[src/rtl/sys_defs.sv]
// Shared bus definitions for the cache/memory interconnect.
package sys_defs;

  localparam int XLEN = 32;

  typedef enum logic [1:0] {
    BUS_NONE  = 2'h0,
    BUS_LOAD  = 2'h1,
    BUS_STORE = 2'h2
  } BUS_COMMAND;

  typedef enum logic {
    OWNER_ICACHE,
    OWNER_DCACHE
  } MEM_OWNER;

endpackage

[src/rtl/mem_tag_table.sv]
// Outstanding-load owner table: records which cache owns each memory tag
// and flags returns whose tag has no owner.
module mem_tag_table
  import sys_defs::*;
(
  input  logic       clock,
  input  logic       reset,
  input  logic       alloc_en,
  input  logic [3:0] alloc_tag,
  input  MEM_OWNER   alloc_owner,
  input  logic [3:0] ret_tag,
  output logic       ret_hit,
  output MEM_OWNER   ret_owner,
  output logic       tag_error
);

  logic [15:0] valid;
  MEM_OWNER    owner [16];

  // Tag 0 means "no return", so entry 0 never matches.
  assign ret_hit   = (ret_tag != 4'd0) && valid[ret_tag];
  assign ret_owner = owner[ret_tag];

  always_ff @(posedge clock or negedge reset) begin
    if (!reset) begin
      valid     <= '0;
      tag_error <= 1'b0;
    end else begin
      if (ret_hit)
        valid[ret_tag] <= 1'b0;
      // NOTE: the allocate write comes after the clear, so with non-blocking
      // assignments a same-index clear and allocate leaves the entry valid.
      if (alloc_en)
        valid[alloc_tag] <= 1'b1;
      if ((ret_tag != 4'd0) && !valid[ret_tag])
        tag_error <= 1'b1;
    end
  end

  // NOTE: owner storage is left unreset; the valid bits alone qualify it.
  always_ff @(posedge clock) begin
    if (alloc_en)
      owner[alloc_tag] <= alloc_owner;
  end

endmodule

[src/rtl/mem_arbiter.sv]
// Shares the memory bus between icache and dcache: data side by default,
// icache forced through after STARVE_LIMIT denied cycles; returns steered by tag.
module mem_arbiter
  import sys_defs::*;
#(
  parameter int STARVE_LIMIT = 4
) (
  input  logic            clock,
  input  logic            reset,

  input  BUS_COMMAND      icache2mem_command,
  input  logic [XLEN-1:0] icache2mem_addr,
  output logic [3:0]      mem2icache_response,
  output logic [63:0]     mem2icache_data,
  output logic [3:0]      mem2icache_tag,

  input  BUS_COMMAND      dcache2mem_command,
  input  logic [XLEN-1:0] dcache2mem_addr,
  input  logic [63:0]     dcache2mem_data,
  output logic [3:0]      mem2dcache_response,
  output logic [63:0]     mem2dcache_data,
  output logic [3:0]      mem2dcache_tag,

  output BUS_COMMAND      proc2mem_command,
  output logic [XLEN-1:0] proc2mem_addr,
  output logic [63:0]     proc2mem_data,
  input  logic [3:0]      mem2proc_response,
  input  logic [63:0]     mem2proc_data,
  input  logic [3:0]      mem2proc_tag,

  output logic            tag_error
);

  localparam int CNT_W = $clog2(STARVE_LIMIT + 1);
  localparam logic [CNT_W-1:0] STARVE_MAX = CNT_W'(STARVE_LIMIT);

  logic [CNT_W-1:0] starve_cnt;
  logic             i_req, d_req, grant_i, grant_d;
  logic             alloc_en, ret_hit;
  MEM_OWNER         ret_owner;

  assign i_req   = (icache2mem_command != BUS_NONE);
  assign d_req   = (dcache2mem_command != BUS_NONE);
  assign grant_i = reset && i_req && (!d_req || (starve_cnt == STARVE_MAX));
  assign grant_d = reset && d_req && !grant_i;

  // NOTE: every output gets a default first so no path infers a latch.
  always_comb begin
    proc2mem_command    = BUS_NONE;
    proc2mem_addr       = '0;
    proc2mem_data       = '0;
    mem2icache_response = 4'd0;
    mem2dcache_response = 4'd0;
    if (grant_i) begin
      proc2mem_command    = icache2mem_command;
      proc2mem_addr       = icache2mem_addr;
      mem2icache_response = mem2proc_response;
    end else if (grant_d) begin
      proc2mem_command    = dcache2mem_command;
      proc2mem_addr       = dcache2mem_addr;
      proc2mem_data       = dcache2mem_data;
      mem2dcache_response = mem2proc_response;
    end
  end

  // Only loads expect a return; stores are fire-and-forget.
  assign alloc_en = (proc2mem_command == BUS_LOAD) && (mem2proc_response != 4'd0);

  mem_tag_table u_tag_table (
    .clock       (clock),
    .reset       (reset),
    .alloc_en    (alloc_en),
    .alloc_tag   (mem2proc_response),
    .alloc_owner (grant_i ? OWNER_ICACHE : OWNER_DCACHE),
    .ret_tag     (mem2proc_tag),
    .ret_hit     (ret_hit),
    .ret_owner   (ret_owner),
    .tag_error   (tag_error)
  );

  always_comb begin
    mem2icache_tag  = 4'd0;
    mem2dcache_tag  = 4'd0;
    mem2icache_data = '0;
    mem2dcache_data = '0;
    if (reset) begin
      mem2icache_data = mem2proc_data;
      mem2dcache_data = mem2proc_data;
      if (ret_hit && (ret_owner == OWNER_ICACHE))
        mem2icache_tag = mem2proc_tag;
      if (ret_hit && (ret_owner == OWNER_DCACHE))
        mem2dcache_tag = mem2proc_tag;
    end
  end

  always_ff @(posedge clock or negedge reset) begin
    if (!reset) begin
      starve_cnt <= '0;
    end else if (i_req && !grant_i) begin
      if (starve_cnt != STARVE_MAX)
        starve_cnt <= starve_cnt + 1'b1;
    end else begin
      starve_cnt <= '0;
    end
  end

endmodule

[config.mk]
export PLATFORM = sky130hd
export DESIGN_NAME = mem_arbiter
export DESIGN_NICKNAME = d
export VERILOG_FILES = /design/src/rtl/sys_defs.sv /design/src/rtl/mem_tag_table.sv /design/src/rtl/mem_arbiter.sv
export SDC_FILE = /design/constraint.sdc
export NUM_CORES = 1
export LEC_CHECK = 0
export BUFFER_PORTS_ARGS = -buffer_cell sky130_fd_sc_hd__buf_2
export CORE_AREA = 2 2 176 178
export CTS_BUF_LIST = sky130_fd_sc_hd__clkbuf_16
export CTS_CLUSTER_SIZE = 12
export DETAILED_ROUTE_END_ITERATION = 7
export DIE_AREA = 0 0 178 180
export PLACE_DENSITY_LB_ADDON = 0.08
export SETUP_SLACK_MARGIN = 0.02
export SLEW_MARGIN = 10
export SYNTH_ARGS = -nofsm -noshare
export SYNTH_HDL_FRONTEND = slang
export SYNTH_SLANG_ARGS = --single-unit
[constraint.sdc]
create_clock -name clock -period 2.3 [get_ports clock]
set_input_delay 0.345 -clock clock [delete_from_list [all_inputs] [get_ports clock]]
set_output_delay 0.345 -clock clock [all_outputs]
set_load 0.01 [all_outputs]
# ---- Word-level counts from Yosys, hierarchy flattened
# Memories as Yosys holds them, arrays and structs flattened.
# Index checks and enable logic that the tools add are counted.
dict set report op_classes {
  n_addsub 1
  n_eq_ne 4
  mux 27
  n_reduce_logical 20
  bitwise_logic 4
  order_cmp 4
}
# cell n
set op_table {}
lappend op_table {{$mux W64} 3}
lappend op_table {{$mux W32} 2}
lappend op_table {{$mux W16} 2}
lappend op_table {{$mux W4} 7}
lappend op_table {{$and A16 B16 Y16} 1}
lappend op_table {{$not A16 Y16} 1}
lappend op_table {{$or A16 B16 Y16} 1}
lappend op_table {{$logic_and A1 B1 Y1} 12}
lappend op_table {{$lt A4 B5 Y1 const B} 2}
lappend op_table {{$demux W1 S4} 2}
lappend op_table {{$ge A4 B1 Y1 const B} 2}
lappend op_table {{$reduce_bool A4 Y1} 2}
lappend op_table {{$mux W1} 6}
lappend op_table {{$mux W3} 2}
lappend op_table {{$bmux W1 S4} 1}
lappend op_table {{$mux W2} 2}
lappend op_table {{$reduce_bool A2 Y1} 2}
lappend op_table {{$add A3 B1 Y3 const B} 1}
lappend op_table {{$eq A3 B3 Y1 const B} 1}
lappend op_table {{$logic_not A1 Y1} 3}
lappend op_table {{$ne A3 B3 Y1 const B} 1}
lappend op_table {{$eq A2 B1 Y1 const B} 1}
lappend op_table {{$ne A2 B1 Y1 const B} 1}
lappend op_table {{$logic_or A1 B1 Y1} 1}
lappend op_table {{$not A1 Y1} 1}
dict set report totals {
  mem_bits_rw 16
  wordCells 64
  out_inout_bits 243
  input_bits 206
  regBits 20
  mem_count 1
}
# memory depth width read_ports rd_clocked_by_memory_dff write_ports line_no
set mem_list {}
lappend mem_list {u_tag_table.owner 16 1 1 0 1 mem_tag_table.sv:18} ;# MEM_OWNER owner [16];

# ---- Depth between registers and ports, before layout
# Gate-level depths: netlist (run 1).
dict set report depth {
  word_depth 12
  ltp_mapped 10
  ltp_nobuf 7
}

# ---- By module
# Synthesis (run 1) repeated with hierarchy kept, for this count alone.
dict set report hier_totals {
  hier_cells 504
  hier_area_um2 3881.2
}
# mod cells_each seq_area_each_um2 area_each_um2 instances
set by_module_without_submodules {}
lappend by_module_without_submodules {mem_arbiter 384 75.1 2313.5 1}
lappend by_module_without_submodules {mem_tag_table 120 905.9 1567.8 1}

# ---- Least setup slack after synthesis (run 1)
# OpenSTA, ideal clock, no wires.
dict set report synth_path {
  path_type {reg-to-output}
  startpoint {register starve_cnt[0]}
  endpoint {output port proc2mem_addr[22]}
  path_slack_ps -208
  stages_incl_launch_ff 11
  arrival_ps 2163
  required_time_ps 1955
  n_path_buf 3
  cell_sequence {dfrtp_1 -> inv_1 -> ha_1 -> and2_1 -> clkbuf_1 -> o211a_1 -> clkbuf_1 -> inv_1 -> buf_1 -> nand3_1 -> nand2_1}
}
dict set report synth_between {
  elab_chain_cells 7
}
# element line_no
set synth_rtl {}
lappend synth_rtl {{start, declared} mem_arbiter.sv:37} ;# logic [CNT_W-1:0] starve_cnt;
lappend synth_rtl {{start signal, assigned} mem_arbiter.sv:101} ;# starve_cnt <= starve_cnt + 1'b1;
lappend synth_rtl {{$eq A3 B3 Y1 *} mem_arbiter.sv:44} ;# assign grant_i = reset && i_req && (!d_req || (starve_cnt == STARVE_MAX));
lappend synth_rtl {{$logic_or A1 B1 Y1 *} mem_arbiter.sv:44}
lappend synth_rtl {{$logic_and A1 B1 Y1 *} mem_arbiter.sv:44}
lappend synth_rtl {{$logic_not A1 Y1} mem_arbiter.sv:45} ;# assign grant_d = reset && d_req && !grant_i;
lappend synth_rtl {{$logic_and A1 B1 Y1} mem_arbiter.sv:45}
lappend synth_rtl {{$mux W32} mem_arbiter.sv:58} ;# end else if (grant_d) begin
lappend synth_rtl {{$mux W32 *} mem_arbiter.sv:54} ;# if (grant_i) begin
lappend synth_rtl {{end, declared} mem_arbiter.sv:25} ;# output logic [XLEN-1:0] proc2mem_addr,
# Every way passes the cells marked *; elsewhere a longest branch is shown, timed or not.

# ---- Worst setup path in the final report (run 1)
dict set report layout_path {
  startpoint {register starve_cnt[0]}
  endpoint {output port mem2dcache_response[2]}
}
dict set report layout_between {
  elab_chain_cells 7
}
# element line_no
set layout_rtl {}
lappend layout_rtl {{$eq A3 B3 Y1 *} mem_arbiter.sv:44}
lappend layout_rtl {{$logic_or A1 B1 Y1 *} mem_arbiter.sv:44}
lappend layout_rtl {{$logic_and A1 B1 Y1 *} mem_arbiter.sv:44}
lappend layout_rtl {{$logic_not A1 Y1} mem_arbiter.sv:45}
lappend layout_rtl {{$logic_and A1 B1 Y1} mem_arbiter.sv:45}
lappend layout_rtl {{$mux W4} mem_arbiter.sv:58}
lappend layout_rtl {{$mux W4 *} mem_arbiter.sv:54}
lappend layout_rtl {{end, declared} mem_arbiter.sv:20} ;# output logic [3:0] mem2dcache_response,
# Marked as above.

==> impl_results.md, run 1 <==
* Initial antenna violation count at 14
* Met1 Use GR at 0.189
* Width of the die at 178 microns
* Cell Area, Synth at 3800 sq um
* Post-Place Cells at 1281
* Gpl congestion at 0.835
* Fin crit share at 1.04
* Antenna violation net count after detailed routing at 0
* Initial drt markers at 183
* Die Height at 180 microns
* R2R depth at 9
* Wirelength per Cell at 18.4 microns
* Startpoint types: flip-flop
* Vias in the first global route at 5007
* Slew headroom at 0.581
* Post-Route WL at 24300 microns
* Non-filler instance count after layout at 1320
* Crit path time final at 2.39 ns
* Hold Crit Class: in2async
* Max-cap violations at 0
* Post-route setup TNS at -2.10 ns
* CP Data Required Time at 1.96 ns
* Dominant cell type by area after synthesis: and2_1
* Post-Syn Nets at 716
* Violated checks: setup timing
* GR Util All Layers at 0.145
* Initial Util at 0.126
* Met2 Use GR at 0.238
* Sequential Area at 981 sq um
* Pwr Density at 490 nW/um^2
* Slew @ Worst Pin at 0.629 ns
* First-pass GRT wire length at 34000 microns
* Post-synth top area share at 0.227
* Total chip power at 3.64 mW
* Clock Pin Slew Worst Setup and Hold Paths at 0.05 ns
* Longest Clk Path Bufs at 2
* Layout fillers at 3419
* DR vias at 4998
* Row count at 64
* Post-route design area at 7430 sq um
* Worst R2R End: u_tag_table.owner[9]
* Core footprint at 30200 sq um
* Synthesized area per cell at 7.48 sq um
* Post-synthesis sequential element count at 36
* DPL Wire Length at 19800 microns
* Hold buffers post-CTS at 0
* Area delta synth->final at 95.6%
* Max frequency at 418 MHz
* TritonRoute pass-1 iters at 4
* Latest clock arrival within the worst-skew pair at 0.28 ns
* CP endpoint kind: output pin
* Mapped Cells at 508
* Multi-input logic area at 2400 sq um
* Vias per cell at 3.79
* Final worst clock skew at 0.00652 ns
* Largest net degree at the start of global routing at 62
* EDFF count, synth at 16
* CTS root buffer: clkbuf_16
* Unrepaired setup endpoints after global routing: true
* Nets at 1122
* DRC viols at 0
* Post-synthesis sequential area ratio at 0.258
* Worst r2r src: starve_cnt[0]
* # IOs at 449
* Static Leakage at 4.00 nW
* Endpoints failing setup at 74
* CTS sink count at 36
* Grt met3 use at 0.0463
* Die Footprint at 32000 sq um
* Critical Path AT at 2.04 ns
* Critical path class: reg2out
* Synth top area cells: and2_1 (23%), dfrtp_1 (13%), buf_4 (13%)
* Final worst slack at -0.0897 ns
* Worst setup slack after placement at -0.124 ns
* Gr busiest metal: met2
* Post-synth top flop: dfrtp_1
* Status: complete, but fails checks
* CTS tree: done
* Synth unique cells at 41
* Hold Fails Final Rpt at 0
* Share of post-route cells with drive strength above 1 at 0.660
* R2r setup slk at 0.36 ns
* FFs w/ async S/R, synth at 0.556
* Htree depth at 2
* Placed Area at 6210 sq um
* Yosys warning count at 0
* Crit-path max FO at 5
* Max VDD drop at 0.226 mV
* Final Slew Violations at 0
* Total gr overflow at 0
* Buffers added on ports at 448
* Clock buffer count from CTS at 5
[registers in the layout, summed over array words and instances (netlist names)]
register / flops
u_tag_table.valid: 16
u_tag_table.owner: 16
starve_cnt: 3
u_tag_table.tag_error: 1
[cell usage in the layout (no fill, tap or decap), drive strengths merged, types with 2 or more instances in the layout]
cell type  synthesis  layout
dfrtp             20      20
clkbuf            32       7
nand2b             5       5
a211oi             7       7
diode              0       9
o41ai              2       2
or3                2       2
ha                 2       2
and2             138     138
buf               70     498
inv                8       9
nor3              14      14
nor2              13      13
mux2               4       4
o31ai             19      19
mux2i              5       5
or4                3       3
nand3             36      36
o22ai              2       2
o21ai             12      12
edfxtp            16      16
nand3b             3       3
nand2             73      73
nand4              2       2
or2                3       3
mux4               4       4
[worst max-delay path by stage]
stage / from / end / slack, ns / depth (start not counted)
detailed placement: mem2proc_tag[1] / mem2icache_tag[2] / -0.12 / 6
global placement: mem2proc_tag[0] / mem2icache_tag[2] / -0.08 / 6
floorplan: mem2proc_tag[2] / mem2dcache_tag[0] / -0.04 / 6
finish: starve_cnt[0] / mem2dcache_response[2] / -0.09 / 11
CTS: starve_cnt[0] / proc2mem_data[56] / -0.14 / 9
global route: starve_cnt[0] / proc2mem_addr[9] / -0.18 / 9
[per-stage QoR]
| step | hold WS (ns) | utilization |
|---|---|---|
| 5_1_grt | 0.143 | 0.246 |
| 2_1_floorplan | 0.0494 | - |
| 4_1_cts | 0.120 | 0.232 |
| 3_5_place_dp | 0.418 | 0.206 |
| 3_3_place_gp | 0.425 | 0.206 |
| 6_report | 0.114 | 0.246 |
[cells by family (layout without fill, tap and decap cells)]
group | count (synthesis) | in the layout | share of synthesized area
multiplexers | 13 | 13 | 0.0487
AO/OA/AOI/OAI | 51 | 51 | 0.0951
flip-flops | 36 | 36 | 0.258
XOR/XNOR | 1 | 1 | 0.00230
adder cells (fa/ha/maj) | 2 | 2 | 0.00658
AND/OR/NAND/NOR | 294 | 294 | 0.413
buffers and inverters | 110 | 517 | 0.175
other | 1 | 10 | 0.000987
[report_power, final]
group / internal [mW] / total, mW / switching, mW
sequential: 0.757 / 0.806 / 0.0482
clock: 0.505 / 0.772 / 0.266
combinational: 1.09 / 2.06 / 0.974
[Yosys cell counts (8+ instances only)]
library cell / number
and2_1: 138
nand2_1: 73
buf_4: 64
nand3_1: 36
clkbuf_1: 32
dfrtp_1: 20
o31ai_1: 19
edfxtp_1: 16
nor3_1: 14
nor2_1: 13
o21ai_0: 12
inv_1: 8
[area by class of cell]
cell class,instances,area share
inverter,8,0.00438
antenna,9,0.00303
clock inverter,3,0.00522
clock buffer,5,0.0168
sequential,36,0.132
timing repair buffer,501,0.449
multi-input combinational,362,0.323
tap,396,0.0666
[repair_timing]
item / 4_1_cts / 5_1_grt
gates cloned: 7 / 2
hold endpoints to repair: 0 / 0
gates resized for setup: 99 / 103
endpoints found under the setup margin: 113 / 113
pin swaps: 26 / 46
buffers inserted: 8 / 7
[metal layers]
layer  share of wire  wire length, microns
met1            0.44                 10600
met4          0.0058                   142
met2            0.47                 11400
met3           0.084                  2050
met5          0.0031                    76
[worst max-delay path, stage by stage, from the launching register on]
cell      delay (ns)
dfrtp_1         0.36
inv_2           0.06
ha_4            0.16
and2_4          0.14
buf_6           0.11
a211oi_4        0.19
buf_6           0.15
buf_12          0.12
buf_16          0.11
buf_8           0.11
and2_4          0.14
buf_6           0.10
(Power assumes the default switching activity.)
==> inputs of run 2 (changes only) <==
--- a/config.mk
+++ b/config.mk
@@ -12,7 +12,6 @@
 export DETAILED_ROUTE_END_ITERATION = 7
 export DIE_AREA = 0 0 178 180
 export PLACE_DENSITY_LB_ADDON = 0.08
-export SETUP_SLACK_MARGIN = 0.02
 export SLEW_MARGIN = 10
 export SYNTH_ARGS = -nofsm -noshare
 export SYNTH_HDL_FRONTEND = slang
==> impl_results.md, run 2 (synthesis gave the netlist of run 1 again) <==
* Endpoints failing setup at 76 (was 74)
* Crit path cell chain: inv_2 -> ha_4 -> and2_4 -> buf_6 -> a211oi_4 -> buf_6 -> buf_4 -> buf_16 -> and2_4 -> buf_4 (was inv_2 -> ha_4 -> and2_4 -> buf_6 -> a211oi_4 -> buf_6 -> buf_12 -> buf_16 -> buf_8 -> and2_4 -> buf_6)
* Die Footprint at 32000 sq um (unchanged)
* Most frequent cells in the layout: buf_2 (394), and2_1 (99), nand2_1 (72) (was buf_2 (381), nand2_1 (72), and2_1 (70))
* Vias in the first global route at 4976 (was 5007)
* Buffers added on ports at 448 (unchanged)
* Sequential Area at 981 sq um (unchanged)
* Critical Path AT at 2.04 ns (about the same)
* Area delta synth->final at 89.1% (was 95.6%)
* CTS root buffer: clkbuf_16 (unchanged)
* Gpl congestion at 0.835 (unchanged)
* Clock buffer count from CTS at 5 (unchanged)
* Startpoint types: flip-flop (unchanged)
* Critical path class: reg2out (unchanged)
* Post-Route WL at 24200 microns (was 24300 microns)
* # IOs at 449 (unchanged)
* Hold Crit Class: in2async (unchanged)
* CP peak stage delay at 0.36 ns (about the same)
* Final worst clock skew at 0.00552 ns (was 0.00652 ns)
* First-pass GRT wire length at 33800 microns (was 34000 microns)
* Max-cap violations at 0 (unchanged)
* Antenna violation net count after detailed routing at 0 (unchanged)
* Crit-path slowest cell: dfrtp_1 (unchanged)
* GR Util All Layers at 0.144 (was 0.145)
* Max VDD drop at 0.226 mV (about the same)
* CP Data Required Time at 1.96 ns (about the same)
* Share of post-route cells with drive strength above 1 at 0.628 (was 0.660)
* Final worst slack at -0.0847 ns (was -0.0897 ns)
* Crit-path max FO at 7 (was 5)
* Hold Fails Final Rpt at 0 (unchanged)
* Htree depth at 2 (unchanged)
* Total chip power at 3.52 mW (was 3.64 mW)
* Initial Util at 0.126 (unchanged)
* Worst setup slack after placement at -0.124 ns (unchanged)
* Nets at 1120 (was 1122)
* DRC viols at 0 (unchanged)
* CTS sink count at 36 (unchanged)
* Pwr Density at 490 nW/um^2 (about the same)
* Post-route design area at 7190 sq um (was 7430 sq um)
* Status: complete, but fails checks (unchanged)
* TritonRoute pass-1 iters at 4 (unchanged)
* Width of the die at 178 microns (unchanged)
* Core footprint at 30200 sq um (unchanged)
* Final core utilization at 0.238 (was 0.246)
* Most common cell after layout, fill and taps aside: buf_2 (unchanged)
* Unrepaired setup endpoints after global routing: true (unchanged)
* DPL Wire Length at 19800 microns (unchanged)
* Max frequency at 419 MHz (was 418 MHz)
* Hold buffers post-CTS at 0 (unchanged)
* Crit path time final at 2.38 ns (was 2.39 ns)
* Total gr overflow at 0 (unchanged)
* Wirelength per Cell at 18.3 microns (was 18.4 microns)
* Violated checks: setup timing (unchanged)
* Fin crit share at 1.04 (about the same)
* Initial drt markers at 200 (was 183)
* Placed Area at 6210 sq um (unchanged)
* Longest Clk Path Bufs at 2 (unchanged)
* CTS tree: done (unchanged)
* Clock Pin Slew Worst Setup and Hold Paths at 0.05 ns (about the same)
* DR vias at 4933 (was 4998)
* Initial antenna violation count at 14 (unchanged)
* Top flop regs: u_tag_table.owner (16), u_tag_table.valid (16), starve_cnt (3) (unchanged)
* Die Height at 180 microns (unchanged)
* Latest clock arrival within the worst-skew pair at 0.28 ns (about the same)
* Slew headroom at 0.578 (was 0.581)
* Slew @ Worst Pin at 0.633 ns (was 0.629 ns)
* Static Leakage at 3.90 nW (was 4.00 nW)
* Multi-input logic area at 2330 sq um (was 2400 sq um)
* Vias per cell at 3.74 (was 3.79)
* Layout fillers at 3443 (was 3419)
* Largest net degree at the start of global routing at 62 (unchanged)
* Row count at 64 (unchanged)
* Final Slew Violations at 0 (unchanged)
* CP endpoint kind: output pin (unchanged)
-- run 2: what timing repair did --
action / 4_1_cts / 5_1_grt
setup buffers: 7 / 8
gates resized for setup: 75 / 70
endpoints found under the setup margin: 113 / 113
pin swaps: 15 / 29
gates cloned: 6 / 1
-- run 2: critical path, delay by kind of cell (launching register included) --
kind	cells	cell delay [ns]
buf+inv	6	0.70
simple gates	2	0.31
flops	1	0.36
fa+ha+maj	1	0.15
compound gates	1	0.23
-- run 2: cell type report --
class / instances / share of cell area
flip-flops and latches: 36 / 0.136
inverters: 8 / 0.00453
clock buffers: 5 / 0.0174
multi-input cells: 362 / 0.324
diodes: 9 / 0.00313
well taps: 396 / 0.0689
repair buffers: 499 / 0.440
clock inverters: 3 / 0.00540
-- run 2: final timing paths --
kind / from / end / slack [ns] / cells past startpoint
min in group clock: u_tag_table.valid[0] / u_tag_table.valid[0] / 0.42 / 0
max in group asynchronous: reset / u_tag_table.valid[1] / 1.62 / 2
worst min register to register: u_tag_table.valid[0] / u_tag_table.valid[0] / 0.42 / 0
worst min-delay path: reset / starve_cnt[1] / 0.11 / 2
worst max register to register: starve_cnt[1] / u_tag_table.owner[9] / 0.35 / 9
worst max-delay path: starve_cnt[0] / proc2mem_data[8] / -0.08 / 10
-- run 2: metal layers --
metal	share of wire	global-route usage	wire [microns]	vias up
met5	0.0034	0	82	-
met4	0.0058	0.0200	140	12
met3	0.10	0.0461	2460	21
met2	0.47	0.236	11200	213
met1	0.42	0.189	10200	2247
li1	-	-	-	2440
-- run 2: power breakdown --
part | internal, mW | switching (mW)
combinational | 0.994 | 0.947
clock | 0.505 | 0.267
sequential | 0.757 | 0.0496
-- run 2: per-stage QoR --
step | setup TNS [ns] | hold slack, ns | instances
finish | -3.32 | 0.113 | 1318
global route | -11.90 | 0.143 | 1311
CTS | -5.36 | 0.120 | 1302
detailed placement | -0.635 | 0.418 | 1281
global placement | -0.456 | 0.425 | 1281
floorplan | -0.389 | 0.0494 | 508
